<file path="src/rtl/uart_frame_host_pkg.sv">
// uart_frame_host_pkg: shared state encoding, length-width helper and checksum combiner
package uart_frame_host_pkg;
  typedef enum logic [1:0] {ST_IDLE, ST_SEND, ST_RECV, ST_DONE} state_e;
  localparam int CSUM_MAX_W = 64;
  function automatic int len_w(input int max_bytes);
    return $clog2(max_bytes + 1);
  endfunction
  function automatic logic [CSUM_MAX_W-1:0] csum_xor(input logic [CSUM_MAX_W-1:0] acc, input logic [CSUM_MAX_W-1:0] data);
    return acc ^ data;
  endfunction
endpackage

</file>
<file path="src/rtl/uart_frame_timer.sv">
// uart_frame_timer: clearable saturating idle counter, expired_o at TIMEOUT_CYCLES_P-1
module uart_frame_timer #(
  parameter int TIMEOUT_CYCLES_P = 65535,
  localparam int W = $clog2(TIMEOUT_CYCLES_P)
) (
  input  logic clk,
  input  logic rst,
  input  logic clr_i,
  input  logic en_i,
  output logic expired_o
);
  logic [W-1:0] cnt_q;
  assign expired_o = cnt_q == W'(TIMEOUT_CYCLES_P - 1);
  always_ff @(posedge clk)
    if (rst || clr_i) cnt_q <= '0;
    else if (en_i && !expired_o) cnt_q <= cnt_q + W'(1);
endmodule

</file>
<file path="src/rtl/uart_frame_host.sv">
// uart_frame_host: sends a command frame to a uart tx stream and collects a timed response.
// Optional XOR checksum byte on both directions when UART_FRAME_HOST_CHECKSUM_EN is defined.
module uart_frame_host
  import uart_frame_host_pkg::*;
#(
  parameter int DATA_WIDTH_P = 8,
  parameter int MAX_BYTES_P = 8,
  parameter int TIMEOUT_CYCLES_P = 65535,
  localparam int LEN_W = len_w(MAX_BYTES_P),
  localparam int BUF_W = MAX_BYTES_P * DATA_WIDTH_P
) (
  input  logic                    clk,
  input  logic                    rst,
  input  logic                    cmd_valid_i,
  output logic                    cmd_ready_o,
  input  logic [LEN_W-1:0]        cmd_tx_len_i,
  input  logic [LEN_W-1:0]        cmd_rx_len_i,
  input  logic [BUF_W-1:0]        cmd_data_i,
  output logic [DATA_WIDTH_P-1:0] tx_tdata_o,
  output logic                    tx_tvalid_o,
  input  logic                    tx_tready_i,
  input  logic [DATA_WIDTH_P-1:0] rx_tdata_i,
  input  logic                    rx_tvalid_i,
  output logic                    rx_tready_o,
  output logic                    rsp_valid_o,
  input  logic                    rsp_ready_i,
  output logic [BUF_W-1:0]        rsp_data_o,
  output logic [LEN_W-1:0]        rsp_count_o,
  output logic                    rsp_timeout_o,
  output logic                    rsp_csum_err_o,
  output logic                    busy_o
);
`ifdef UART_FRAME_HOST_CHECKSUM_EN
  localparam logic CSUM = 1'b1;
`else
  localparam logic CSUM = 1'b0;
`endif
  localparam int LW1 = LEN_W + 1;
  localparam logic [1:0] IDLE = ST_IDLE, SEND = ST_SEND, RECV = ST_RECV, DONE = ST_DONE;
  logic [1:0] state, state_n;
  logic rdy_q, tmo_q, err_q, expired;
  logic [LEN_W-1:0] tx_len_q, rx_len_q, idx_q, cnt_q, tx_c, rx_c;
  logic [BUF_W-1:0] cmd_q, rsp_q;
  logic [DATA_WIDTH_P-1:0] csum_q, tx_byte;
  logic cmd_fire, tx_fire, rx_fire, tx_last, rx_is_csum, rx_last, tmo_fire;
  assign tx_c = cmd_tx_len_i > LEN_W'(MAX_BYTES_P) ? LEN_W'(MAX_BYTES_P) : cmd_tx_len_i;
  assign rx_c = cmd_rx_len_i > LEN_W'(MAX_BYTES_P) ? LEN_W'(MAX_BYTES_P) : cmd_rx_len_i;
  assign cmd_fire = cmd_valid_i & rdy_q;
  assign tx_fire = (state == SEND) & tx_tready_i;
  assign rx_fire = (state == RECV) & rx_tvalid_i;
  // With checksum the frame carries one trailing byte beyond the payload length
  assign tx_last = LW1'(idx_q) + LW1'(1) == LW1'(tx_len_q) + LW1'(CSUM);
  assign rx_is_csum = CSUM & (cnt_q == rx_len_q);
  assign rx_last = rx_is_csum | (~CSUM & (LW1'(cnt_q) + LW1'(1) == LW1'(rx_len_q)));
  assign tmo_fire = (state == RECV) & ~rx_fire & expired;
  assign tx_byte = DATA_WIDTH_P'(cmd_q >> (int'(idx_q) * DATA_WIDTH_P));
  assign state_n = state == IDLE ? (cmd_fire ? ((|tx_c | CSUM) ? SEND : (|rx_c ? RECV : DONE)) : IDLE)
                 : state == SEND ? ((tx_fire && tx_last) ? ((|rx_len_q | CSUM) ? RECV : DONE) : SEND)
                 : state == RECV ? (((rx_fire && rx_last) || tmo_fire) ? DONE : RECV)
                 : (rsp_ready_i ? IDLE : DONE);
  assign cmd_ready_o = rdy_q;
  assign busy_o = state != IDLE;
  assign tx_tvalid_o = state == SEND;
  assign tx_tdata_o = (CSUM && idx_q == tx_len_q) ? csum_q : tx_byte;
  assign rx_tready_o = state == RECV;
  assign rsp_valid_o = state == DONE;
  assign rsp_data_o = rsp_q;
  assign rsp_count_o = cnt_q;
  assign rsp_timeout_o = tmo_q;
  assign rsp_csum_err_o = CSUM & err_q;
  uart_frame_timer #(.TIMEOUT_CYCLES_P(TIMEOUT_CYCLES_P)) u_timer (
    .clk      (clk),
    .rst      (rst),
    .clr_i    ((state != RECV) | rx_fire),
    .en_i     (state == RECV),
    .expired_o(expired)
  );
  always_ff @(posedge clk)
    if (rst) begin
      state <= IDLE;
      rdy_q <= 1'b0;
      tx_len_q <= '0;
      rx_len_q <= '0;
      idx_q <= '0;
      cnt_q <= '0;
      cmd_q <= '0;
      rsp_q <= '0;
      csum_q <= '0;
      tmo_q <= 1'b0;
      err_q <= 1'b0;
    end else begin
      state <= state_n;
      rdy_q <= state_n == IDLE;
      if (cmd_fire) begin
        tx_len_q <= tx_c;
        rx_len_q <= rx_c;
        cmd_q <= cmd_data_i;
        idx_q <= '0;
        cnt_q <= '0;
        rsp_q <= '0;
        csum_q <= '0;
        tmo_q <= 1'b0;
        err_q <= 1'b0;
      end
      // Accumulator restarts after the last tx beat so it can check the response
      if (tx_fire) begin
        idx_q <= idx_q + LEN_W'(1);
        csum_q <= tx_last ? '0 : DATA_WIDTH_P'(csum_xor(CSUM_MAX_W'(csum_q), CSUM_MAX_W'(tx_tdata_o)));
      end
      if (rx_fire && !rx_is_csum) begin
        rsp_q <= rsp_q | (BUF_W'(rx_tdata_i) << (int'(cnt_q) * DATA_WIDTH_P));
        cnt_q <= cnt_q + LEN_W'(1);
        csum_q <= DATA_WIDTH_P'(csum_xor(CSUM_MAX_W'(csum_q), CSUM_MAX_W'(rx_tdata_i)));
      end
      if (rx_fire && rx_is_csum) err_q <= rx_tdata_i != csum_q;
      if (tmo_fire) begin
        tmo_q <= 1'b1;
        err_q <= CSUM;
      end
    end
endmodule

</file>
<file path="config.mk">
export PLATFORM = sky130hd
export DESIGN_NAME = uart_frame_host
export DESIGN_NICKNAME = d
export VERILOG_FILES = /design/src/rtl/uart_frame_host_pkg.sv /design/src/rtl/uart_frame_timer.sv /design/src/rtl/uart_frame_host.sv
export SDC_FILE = /design/constraint.sdc
export NUM_CORES = 1
export LEC_CHECK = 0
export CELL_PAD_IN_SITES_DETAIL_PLACEMENT = 1
export CELL_PAD_IN_SITES_GLOBAL_PLACEMENT = 1
export CORE_MARGIN = 1
export CORE_UTILIZATION = 30
export DETAILED_ROUTE_END_ITERATION = 6
export PLACE_DENSITY_LB_ADDON = 0.1
export SYNTH_ARGS = -nofsm -noshare
export SYNTH_HDL_FRONTEND = slang
export SYNTH_SLANG_ARGS = --single-unit
</file>
<file path="constraint.sdc">
create_clock -name clk -period 2.85 [get_ports clk]
set_clock_uncertainty 0.1 [all_clocks]
set_input_delay 0.855 -clock clk [delete_from_list [all_inputs] [get_ports clk]]
set_output_delay 0.855 -clock clk [all_outputs]
set_load 0.02 [all_outputs]
</file>
Yosys cells after proc, flatten, opt, wreduce, memory -nomap -nowiden
Index checks and enable logic that the tools add are counted.

storage, ports and cells
  register bits after elaboration = 164
  word-level logic and storage cells = 68
  output and inout bits = 83
  bits of input ports = 86

operators by class
  bitwise operators = 8
  reductions and logical operators = 15
  eq/ne operators = 7
  order comparisons = 2
  shift-type cells = 2
  add/sub/neg operators = 5
  muxes and demuxes = 19

operators with widths
  operator                                              count
  two-way mux 64 bit                                    2
  OR 64 bit                                             1
  << shifter 8 x 7 -> 64 bit                            1
  right shift 64 x 7 -> 8 bit                           1
  two-way mux 4 bit                                     5
  adder 16 x 1 -> 16 bit, second input constant         1
  == test 16 bit, second input constant                 1
  two-way mux 2 bit                                     7
  OR reduction 4 bit                                    3
  adder 4 x 1 -> 5 bit, second input constant           2
  == test 5 x 4 -> 1 bit                                2
  adder 4 x 1 -> 4 bit, second input constant           2
  greater-than comparator 4 bit, second input constant  2
  nonzero test 2 bit                                    4
  bitwise AND 1 bit                                     5
  two-way mux 1 bit                                     5
  == test 2 bit, second input constant                  2
  zero test 2 bit                                       2
  logical AND 1 bit                                     3
  == test 2 x 1 -> 1 bit, second input constant         1
  logical OR 1 bit                                      2
  inequality test 2 bit, second input constant          1
  zero test 1 bit                                       1
  NOT 1 bit                                             1
  OR 1 bit                                              1

Logic depth before layout (Yosys ltp)
Gate-level depths: netlist of the first run.

  depth in word-level cells = 11
  gate-level depth with buffers = 8
  depth with buffers taken out = 7

By module
A second synthesis of the first run with hierarchy kept.

unflattened totals
  cells, all modules = 778
  area, all modules = 6885.4 µm²

modules (own cells, without submodules)
  module            seq. area each (µm²)  area an instance (µm²)  times used  cells each
  uart_frame_host   2962.8                6024.5                  1           678
  uart_frame_timer  320.3                 860.8                   1           100

Worst setup path after synthesis of the first run
Ideal clock, no wire load.

  kind = flip-flop to output port
  start point = reg idx_q[0]
  end point = out tx_tdata_o[0]
  data required time = 1895 ps
  stages on the path, launching flop included = 5
  data arrival time = 1594 ps
  path slack = 301 ps
  path buffers = 1
  path through = dfxtp_1 clkbuf_1 mux4_2 mux2i_1 nor2_1

on the way
  word-level cells in the longest chain between the ends = 1

RTL lines
  item                         line                    source
  start, declared              uart_frame_host.sv:42   logic [LEN_W-1:0] tx_len_q, rx_len_q, idx_q, cnt_q, tx_c, rx_c;
  start signal, assigned       uart_frame_host.sv:107  idx_q <= idx_q + LEN_W'(1);
  right shift 64 x 7 -> 8 bit  uart_frame_host.sv:56   assign tx_byte = DATA_WIDTH_P'(cmd_q >> (int'(idx_q) * DATA_WIDTH_P));
  end, declared                uart_frame_host.sv:19   output logic [DATA_WIDTH_P-1:0] tx_tdata_o,

No other way between the ends.

Worst setup path after layout of the first run
  start point = reg idx_q[0]
  end point = out tx_tdata_o[5]

The elaborated chain is that of the path after synthesis.

==> summary.txt, run 1 <==
Worst setup path
  • Reg2reg end: u_timer.cnt_q[6]
  • Worst setup EP type: output port
  • R2R setup slack: 820 ps
  • Kind of critical path: register to output port
  • Worst R2R Path Depth: 7
  • Startpoint Class: register
  • Data arrival time of the critical path: 1910 ps
  • Reg2Reg Launch Point: u_timer.cnt_q[0]
  • Req. time, crit path: 1900 ps
  • Critical-path maximum fanout: 8

CTS
  • Root buffer cell: clkbuf_16
  • CTS H-tree depth: 4
  • Reg clk slew, reported paths: 60 ps
  • CTS Buffer Depth: 2
  • CTS buffer count: 17
  • Worst-Skew Late Latency: 420 ps
  • CTS sink cnt: 164
  • CTS tree: done

Hold path
  • Worst Hold Class: register to register
  • WHS Endpoint: cmd_q[32]
  • Hold Crit Depth: 2
  • Hold Path Origin: cmd_q[32]

STA
  • Worst-Margin Slew: 671 ps
  • Fin crit share: 101%
  • Hold Fails Final Rpt: 0
  • Unrepaired setup endpoints after global routing: yes
  • Slew headroom: 55.2%
  • Final setup violation count: 1
  • Worst Slack Setup Final: -19.3 ps
  • Max Fclk: 0.349 GHz
  • Post-layout min period: 2870 ps
  • Slew Viols, Final: 0

Logic synthesis
  • Post-synthesis cell count: 768
  • Post-Synth Adder-Cell Area: 0.740%
  • Compound-Gate Fraction of Synth Area: 15.5%
  • Mapped cell area: 6760 um^2
  • Synth Register Bits: 164
  • Post-Synthesis Mean Instance Area: 8.81 um^2
  • Register area share after synthesis: 48.5%
  • Mux share of post-synthesis cell area: 6.68%
  • Simple-gate portion of the synthesized area: 21.2%
  • Unique cell type count in the Yosys netlist: 54
  • Post-Syn Nets: 858
  • Synth Area in XOR/XNOR: 3.37%
  • Largest family of logic cells by synthesized area: simple AND/OR/NAND/NOR gates
  • Synth warnings: 0

Placement
  • Post-DP HPWL: 15600 um
  • IO Port Bufs: 167
  • Placed Cells incl. Taps: 1170
  • Routability cong.: 0.812
  • Worst slack, placed: -9.62 ps

Cells and area
  • Register area: 3290 um^2
  • FILL cells: 2467
  • Layout cells sized above 1: 10.6%
  • Commonest cells after routing, fill and taps aside: dfxtp_1, clkdlybuf4s50_1, nand2_1, nor2_1, a21oi_1
  • Area of the multi-input gates: 3230 um^2
  • Non-Filler Instances: 1203
  • Fin util: 42.8%
  • Net count, final: 1000
  • Commonest non-fill, non-tap cell in the layout: dfxtp_1
  • Synth-to-layout area growth: 39.0%

Global routing
  • Remaining global-route overflow: 0
  • Largest net degree at the start of global routing: 149
  • Vias in the first global route: 6362
  • Initial antenna violation count: 0
  • First-pass GRT wire length: 34100 um
  • Total track usage: 18.9%

Pwr
  • Pwr dens: 586 nW/um^2
  • Maximum vdd drop: 0.294 mV
  • Leak Pwr: 0.00318 uW

Drt
  • Post-DRT Antenna Nets: 0
  • Drt drc: 40
  • Initial detailed-routing violation count: 279
  • WL final: 21400 um
  • Via Count: 6015
  • Avg WL per Cell: 17.8 um
  • First-pass iteration count of the detailed router: 7
  • Routed vias/inst: 5.00

Floorplanning
  • DIE WIDTH: 152 um
  • Die area: 23100 um^2
  • Ports: 169
  • Initial core utilization: 30.8%
  • FP Rows: 54
  • Die H: 152 um
  • Core area: 22000 um^2

Run status
  • Failing checks: design-rule violations, negative setup slack
  • Status: complete, but fails checks

Flow run
  • Max_cap viols: 0
==> power by group <==
part / internal, uW / leakage [uW] / switching [uW]
Sequential: 2360 / 0.00133 / 58.4
Clock: 1490 / 0.000311 / 1000
Combinational: 272 / 0.00154 / 315
Total: 4130 / 0.00318 / 1380
==> critical path, cell delays in order (launching register included) <==
cell and delay [ps]:
dfxtp_4 400, buf_12 150, mux4_2 500, mux2i_1 180
nor2_1 90, buf_2 190
==> flip-flops by register name, indices dropped and copies added, names as in the netlist <==
register,flops
cmd_q,64
rsp_data_o,64
u_timer.cnt_q,16
idx_q,4
rsp_count_o,4
rx_len_q,4
tx_len_q,4
state,2
cmd_ready_o,1
rsp_timeout_o,1
==> routing by layer <==
layer  vias up  wire (um)  GRT usage [%]
met5         -          0              0
met4         0        638           8.84
met3        38       1000           3.67
met2       152      11100           34.4
met1      2892       8710           21.1
li1       2933          -              -
==> Yosys cell counts, drive strengths merged <==
cell type | instances | area, um^2
xnor2 | 20 | 175
a211oi | 4 | 30.0
dfxtp | 164 | 3280
nand3b | 3 | 26.3
mux2 | 1 | 11.3
clkbuf | 51 | 191
or3b | 1 | 11.3
nor4 | 5 | 31.3
mux4 | 16 | 360
buf | 11 | 58.8
or2 | 1 | 6.26
nor2b | 2 | 12.5
nand4b | 1 | 8.76
and4 | 5 | 46.3
a31oi | 1 | 6.26
inv | 4 | 15.0
xor2 | 6 | 52.6
o211ai | 1 | 7.51
nor2 | 109 | 439
mux2i | 8 | 80.1
o31ai | 1 | 7.51
a21oi | 84 | 420
a21o | 1 | 7.51
nand4 | 6 | 37.5
a311oi | 1 | 8.76
nand2 | 145 | 544
or4 | 2 | 15.0
a2111oi | 2 | 42.5
o2bb2ai | 1 | 8.76
nor3b | 7 | 52.6
a22oi | 64 | 480
ha | 4 | 50.1
and3b | 2 | 17.5
and2 | 4 | 25.0
o21ai | 4 | 20.0
nand2b | 3 | 18.8
nor3 | 4 | 47.5
or3 | 4 | 30.0
o22ai | 1 | 6.26
conb | 1 | 3.75
nand3 | 13 | 65.1
==> metrics by stage <==
stage               hold WS (ps)  total power, uW  setup TNS [ps]  area, um^2
floorplan                    333             2770               0        6760
global placement             346             3050               0        8740
detailed placement           350             3070           -12.9        8740
CTS                          359             5580           -87.4        9380
global route                 385             5740            -411        9400
finish                       355             5510           -19.3        9400
==> kinds of logic after synthesis <==
logic type / count (synthesis)
multiplexers: 25
other: 1
AO/OA/AOI/OAI: 165
buffers and inverters: 66
AND/OR/NAND/NOR: 317
XOR/XNOR: 26
flip-flops: 164
adder cells (fa/ha/maj): 4
==> area by class of cell <==
| type | instances | share of cell area [%] |
|---|---|---|
| Sequential cell | 164 | 35.0 |
| Tap cell | 280 | 3.73 |
| Clock buffer | 17 | 4.52 |
| Timing Repair Buffer | 185 | 20.0 |
| Clock inverter | 14 | 2.33 |
| Antenna cell | 1 | 0.0266 |
| Multi-Input combinational cell | 538 | 34.3 |
| Inverter | 4 | 0.160 |
==> worst max-delay path by stage <==
stage	from	endpoint	slack (ps)	cells after the start
6_report	idx_q[0]	tx_tdata_o[5]	-20	5
5_1_grt	idx_q[0]	tx_tdata_o[5]	-90	5
4_1_cts	idx_q[0]	tx_tdata_o[5]	-50	5
3_5_place_dp	idx_q[0]	tx_tdata_o[5]	-10	5
2_1_floorplan	idx_q[0]	tx_tdata_o[0]	300	4
3_3_place_gp	idx_q[0]	tx_tdata_o[7]	40	5
==> what timing repair did <==
item / 4_1_cts / 5_1_grt
endpoints found under the setup margin: 8 / 8
resized for setup: 36 / 7
setup buffers: 0 / 0
hold buffers: 0 / 0
cloned: 1 / 0
pin swaps: 1 / 2
Note: power is estimated with default switching activity, not from simulation.
==> run 2, diff against run 1 <==
- CORE_ASPECT_RATIO: default -> 0.5
- CTS_BUF_LIST: default -> sky130_fd_sc_hd__clkbuf_16
==> run 2 against run 1 <==
Compared with the run above:
- combinational power down 2%
- worst setup slack better by 51 ps
- count of clock-buffer cells in the layout unchanged
- the run now ends clean
- routed wire length down 0.73%
- non-clock buffer count up 2
- global-route usage up 0.16 points
- register-to-register slack better by 20 ps
- final cell count up 1.8%
- maximum frequency up 1.8%
==> summary.txt, run 2 (synthesized netlist as in run 1, its figures left out) <==
Run status
  • Status: finished clean

CTS
  • CTS sink cnt: 164 (unchanged)
  • Worst-Skew Late Latency: 430 ps (about the same)
  • Reg clk slew, reported paths: 60 ps (about the same)
  • CTS Buffer Depth: 2 (unchanged)
  • CTS buffer count: 17 (unchanged)
  • Root buffer cell: clkbuf_16
  • CTS H-tree depth: 4 (unchanged)
  • CTS tree: done

Global routing
  • Initial antenna violation count: 0 (unchanged)
  • First-pass GRT wire length: 33900 um (-0.52%)
  • GR Layer Usage met1: 23.9% (+2.9 points)
  • GR Util met3: 4.61% (+0.94 points)
  • Vias in the first global route: 6059 (-4.8%)
  • Remaining global-route overflow: 0 (unchanged)
  • M2 GR Usage: 31.9% (-2.5 points)
  • Largest net degree at the start of global routing: 149 (unchanged)
  • GRT Max-Usage Layer: met2
  • Total track usage: 19.0% (+0.16 points)

Pwr
  • Pwr dens: 566 nW/um^2 (-3.4%)
  • Seq pwr share: 45.8% (+1.8 points)
  • NetSw: 1300 uW (-5.8%)
  • Clock power frac: 43.2% (-2.1 points)
  • Maximum vdd drop: 0.352 mV (+20%)
  • Combinational group share of total power: 11.0% (+0.3 points)
  • Switching portion of total power: 24.5% (-0.44 points)
  • Leak Pwr: 0.00317 uW (-0.39%)
  • Power Internal: 3980 uW (-3.5%)
  • Power after layout: 5280 uW (-4.1%)

Placement
  • Routability cong.: 0.782 (-3.7%)
  • Area after DPL: 8780 um^2 (+0.46%)
  • Post-DP HPWL: 15100 um (-2.8%)
  • IO Port Bufs: 167 (unchanged)

Worst setup path
  • Reg2Reg Launch Point: idx_q[0]
  • Worst Setup EP: tx_tdata_o[0]
  • Critical path's top delay family: multiplexers
  • Cell depth of the worst setup path: 5 (unchanged)
  • Crit path cell chain: buf_12 > mux4_2 > mux2i_1 > nor2_1 > buf_2
  • Req. time, crit path: 1900 ps (about the same)
  • CP bufs+invs: 2 (unchanged)
  • Kind of critical path: register to output port
  • R2R setup slack: 840 ps (+20 ps)
  • Critical path launch point: idx_q[0]
  • Critical path's largest stage delay: 500 ps (about the same)
  • Data arrival time of the critical path: 1860 ps (-50 ps)
  • Worst setup EP type: output port
  • Crit-path slowest cell: mux4_2
  • Critical-path maximum fanout: 7 (-1)
  • Worst R2R Path Depth: 8 (+1)
  • Reg2reg end: cmd_ready_o
  • Startpoint Class: register

Floorplanning
  • Die H: 108 um (-29%)
  • Die area: 23200 um^2 (+0.16%)
  • DIE WIDTH: 214 um (+41%)
  • Initial core utilization: 30.9% (+0.12 points)
  • Ports: 169 (unchanged)
  • FP Rows: 38 (-30%)
  • Core area: 21900 um^2 (-0.40%)

Cells and area
  • Layout cells sized above 1: 10.2% (-0.47 points)
  • Synth-to-layout area growth: 38.0%
  • Commonest non-fill, non-tap cell in the layout: dfxtp_1
  • Net count, final: 1002 (+0.20%)
  • Fin area: 9330 um^2 (-0.77%)
  • Commonest cells after routing, fill and taps aside: dfxtp_1, clkdlybuf4s50_1, nand2_1, nor2_1, a21oi_1
  • Antenna Cells: 0 (-1)

STA
  • Slew headroom: 46.2% (-9.0 points)
  • Fin crit share: 98.9% (-1.8 points)
  • Hold Fails Final Rpt: 0 (unchanged)
  • Max Fclk: 0.355 GHz (+1.8%)
  • Worst-Margin Slew: 807 ps (+135 ps)
  • Post-layout min period: 2820 ps (-51.0 ps)
  • Unrepaired setup endpoints after global routing: yes
  • Final setup violation count: 0 (-1)
  • Final TNS setup: 0 ps (+19.3 ps)
  • Slew Viols, Final: 0 (unchanged)
  • Hold_ws: 354 ps (-1.82 ps)

Drt
  • Routed vias/inst: 4.91 (-1.9%)
  • Avg WL per Cell: 17.3 um (-2.5%)
  • Initial detailed-routing violation count: 289 (+3.6%)
  • Post-DRT Antenna Nets: 0 (unchanged)
  • Drt drc: 0 (-100%)
  • Via Count: 6009 (-0.10%)
  • First-pass iteration count of the detailed router: 5 (-2)
  • WL final: 21300 um (-0.73%)

Flow run
  • Max_cap viols: 0 (unchanged)

Hold path
  • Worst Hold Class: register to register
  • Hold Path Origin: cmd_q[53]
[run 2: worst min-delay path by stage]
stage | to | slack [ps] | depth (start not counted)
2_1_floorplan | cmd_q[16] | 330 | 2
3_3_place_gp | cmd_q[54] | 340 | 2
3_5_place_dp | cmd_q[53] | 350 | 2
4_1_cts | cmd_q[53] | 360 | 2
5_1_grt | cmd_q[35] | 380 | 2
6_report | cmd_q[53] | 350 | 2
[run 2: repair_timing]
item                                   in CTS  in global routing
cloned                                      0                  0
setup buffers                               1                  0
endpoints found under the hold margin       0                  0
resized for setup                          35                  1
setup endpoints to repair                   8                  9
hold buffers                                0                  0
[run 2: worst register-to-register path, cell delays in order (launching register included)]
cell,delay [ps]
dfxtp_4,360
buf_12,140
buf_4,150
ha_1,320
xnor2_1,150
nand4_1,120
nor3_1,270
nor2_1,100
and3b_1,200
[run 2: power by group through the flow]
stage          clock network [uW]  logic (uW)  registers [uW]
2_1_floorplan                   0         317            2450
3_3_place_gp                    0         588            2470
3_5_place_dp                    0         596            2470
4_1_cts                      2350         592            2420
5_1_grt                      2450         638            2430
6_report                     2280         578            2420
[run 2: metrics by stage]
stage / util (%) / setup slack, ps / std cells
3_5_place_dp: 40.1 / -9.74 / 1192
3_3_place_gp: 40.1 / 30.3 / 1192
6_report: 42.7 / 31.6 / 1225
4_1_cts: 42.7 / -7.22 / 1225
5_1_grt: 42.7 / -76.0 / 1225
2_1_floorplan: - / 301 / 768
[run 2: area by class of cell]
type	count	area (um^2)
clock buffers	17	425
clock inverters	15	149
fillers	2543	12500
inverters	4	15.0
multi-input cells	538	3220
flip-flops and latches	164	3290
well taps	300	375
repair buffers	187	1860
[run 2: metal layers]
layer | routed length (um) | part of all wire [%]
met3 | 901 | 4.2
met1 | 9750 | 46
met4 | 234 | 1.1
met2 | 10400 | 49
met5 | 0 | 0
==> run 3, diff against run 2 <==
- CORE_UTILIZATION: 30 -> 36
==> run 3 against run 2 <==
Compared with the run above:
- the flow now finishes with violations (negative setup slack)
- global-route usage is 2.6 points higher
- critical path depth unchanged
- die area down 16%
- non-clock buffer count grew 1
- worst setup slack lost 150 ps
- worst hold slack better by 5.0 ps
- critical endpoint is now tx_tdata_o[4]
- highest routed layer unchanged
==> summary.txt, run 3 (synthesized netlist as in run 1, its figures left out) <==
CTS
  • CTS tree: done
  • CTS Buffer Depth: 2 (unchanged)
  • CTS sink cnt: 164 (unchanged)
  • Hold buffers post-CTS: 0 (unchanged)
  • Root buffer cell: clkbuf_16
  • CTS H-tree depth: 4 (unchanged)
  • Reg clk slew, reported paths: 70 ps (about the same)
  • CTS buffer count: 17 (unchanged)
  • Worst-Skew Late Latency: 420 ps (about the same)

STA
  • Final setup violation count: 3 (+3)
  • Hold_ws: 359 ps (+5.03 ps)
  • Unrepaired setup endpoints after global routing: yes
  • Worst-Margin Slew: 653 ps (-154 ps)
  • Hold Fails Final Rpt: 0 (unchanged)
  • Slew headroom: 56.5% (+10 points)
  • Post-layout min period: 2970 ps (+152 ps)
  • Max Fclk: 0.337 GHz (-5.1%)
  • Slew Viols, Final: 0 (unchanged)
  • Fin crit share: 104% (+5.3 points)
  • Worst Slack Setup Final: -121 ps (-152 ps)

Pwr
  • Pwr dens: 594 nW/um^2 (+4.9%)
  • Leak Pwr: 0.00319 uW (+0.55%)
  • Maximum vdd drop: 0.370 mV (+5.1%)

Hold path
  • Hold Crit Depth: 2 (unchanged)
  • Worst Hold Class: register to register

Worst setup path
  • Worst R2R Path Depth: 7 (-1)
  • Critical-path maximum fanout: 6 (-1)
  • Worst setup EP type: output port
  • Critical path's largest stage delay: 500 ps (about the same)
  • Kind of critical path: register to output port
  • Crit path cell chain: buf_12 > mux4_2 > mux2i_1 > nor2_1 > buf_4
  • Crit-path slowest cell: mux4_2
  • Startpoint Class: register
  • Data arrival time of the critical path: 2020 ps (+160 ps)
  • Req. time, crit path: 1900 ps (about the same)

Drt
  • Avg WL per Cell: 18.1 um (+4.2%)
  • First-pass iteration count of the detailed router: 5 (unchanged)
  • Routed vias/inst: 5.18 (+5.7%)
  • Initial detailed-routing violation count: 285 (-1.4%)
  • Post-DRT Antenna Nets: 0 (unchanged)
  • WL final: 21000 um (-1.3%)
  • Drt drc: 0 (unchanged)
  • Via Count: 6012 (+0.050%)

Cells and area
  • Non-Filler Instances: 1160 (-5.3%)
  • Commonest non-fill, non-tap cell in the layout: dfxtp_1
  • Synth-to-layout area growth: 37.8%
  • Area of the multi-input gates: 3220 um^2 (unchanged)
  • FILL cells: 2045 (-20%)
  • Net count, final: 1003 (+0.10%)
  • Register area: 3290 um^2 (about the same)
  • Antenna Cells: 0 (unchanged)
  • Commonest cells after routing, fill and taps aside: dfxtp_1, clkdlybuf4s50_1, nand2_1, nor2_1, a21oi_1
  • Layout cells sized above 1: 10.4% (+0.21 points)

Global routing
  • Initial antenna violation count: 0 (unchanged)
  • Remaining global-route overflow: 0 (unchanged)
  • Vias in the first global route: 6088 (+0.48%)
  • Total track usage: 21.6% (+2.6 points)
  • First-pass GRT wire length: 32500 um (-4.2%)
  • Largest net degree at the start of global routing: 65 (-56%)

Floorplanning
  • Die H: 98.9 um (-8.6%)
  • Core area: 17900 um^2 (-18%)
  • Initial core utilization: 37.9% (+6.9 points)
  • Ports: 169 (unchanged)
  • Die area: 19400 um^2 (-16%)
  • DIE WIDTH: 196 um (-8.6%)
  • FP Rows: 34 (-11%)

Placement
  • Routability cong.: 0.792 (+1.2%)
  • Placed Cells incl. Taps: 1127 (-5.5%)
  • Worst slack, placed: 19.6 ps (+29.3 ps)
  • IO Port Bufs: 167 (unchanged)
  • Post-DP HPWL: 14700 um (-2.9%)

Run status
  • Status: complete, but fails checks
  • Failing checks: negative setup slack

Flow run
  • Max_cap viols: 0 (unchanged)
==> run 3: layout make-up <==
| cell class | count | area share (%) |
|---|---|---|
| Clock inverter | 15 | 2.27 |
| Multi-Input combinational cell | 538 | 34.6 |
| Tap cell | 234 | 3.14 |
| Clock buffer | 17 | 4.57 |
| Inverter | 4 | 0.161 |
| Timing Repair Buffer | 188 | 20.0 |
| Sequential cell | 164 | 35.3 |
==> run 3: repair_timing <==
action                                  4_1_cts  5_1_grt
pin swaps                                     0        1
setup buffers                                 0        0
endpoints found under the setup margin        8        8
cloned                                        0        1
resized for setup                            33        5
==> run 3: final timing paths <==
| path | from | endpoint | slack (ps) |
|---|---|---|---|
| worst max register to register | u_timer.cnt_q[0] | u_timer.cnt_q[6] | 810 |
| worst max-delay path | idx_q[0] | tx_tdata_o[4] | -120 |
| worst min-delay path | cmd_q[56] | cmd_q[56] | 360 |
| worst min register to register | cmd_q[56] | cmd_q[56] | 360 |
==> run 3: where the power goes <==
group / total [uW] / internal (uW) / switching (uW)
Combinational: 586 / 268 / 318
Clock: 2520 / 1550 / 972
Sequential: 2420 / 2360 / 58.8
==> run 3: layer usage <==
| metal | wire, um | global-route usage (%) |
|---|---|---|
| met5 | 0 | 0 |
| met4 | 229 | 6.43 |
| met3 | 837 | 4.52 |
| met2 | 10200 | 36.8 |
| met1 | 9750 | 27.7 |
==> run 3: critical path, delay by kind of cell, from the launching register on <==
| kind | cells | cell delay, ps |
|---|---|---|
| buf+inv | 2 | 330 |
| flops | 1 | 400 |
| simple gates | 1 | 120 |
| mux | 2 | 740 |
==> run 3: through the flow <==
step / area, um^2 / total power (uW) / TNS (ps) / util (%)
floorplan: 6760 / 2770 / 0 / -
global placement: 8680 / 3050 / 0 / 48.6
detailed placement: 8680 / 3060 / 0 / 48.6
CTS: 9280 / 5570 / -60.6 / 51.9
global route: 9320 / 5730 / -621 / 52.1
finish: 9320 / 5530 / -172 / 52.1
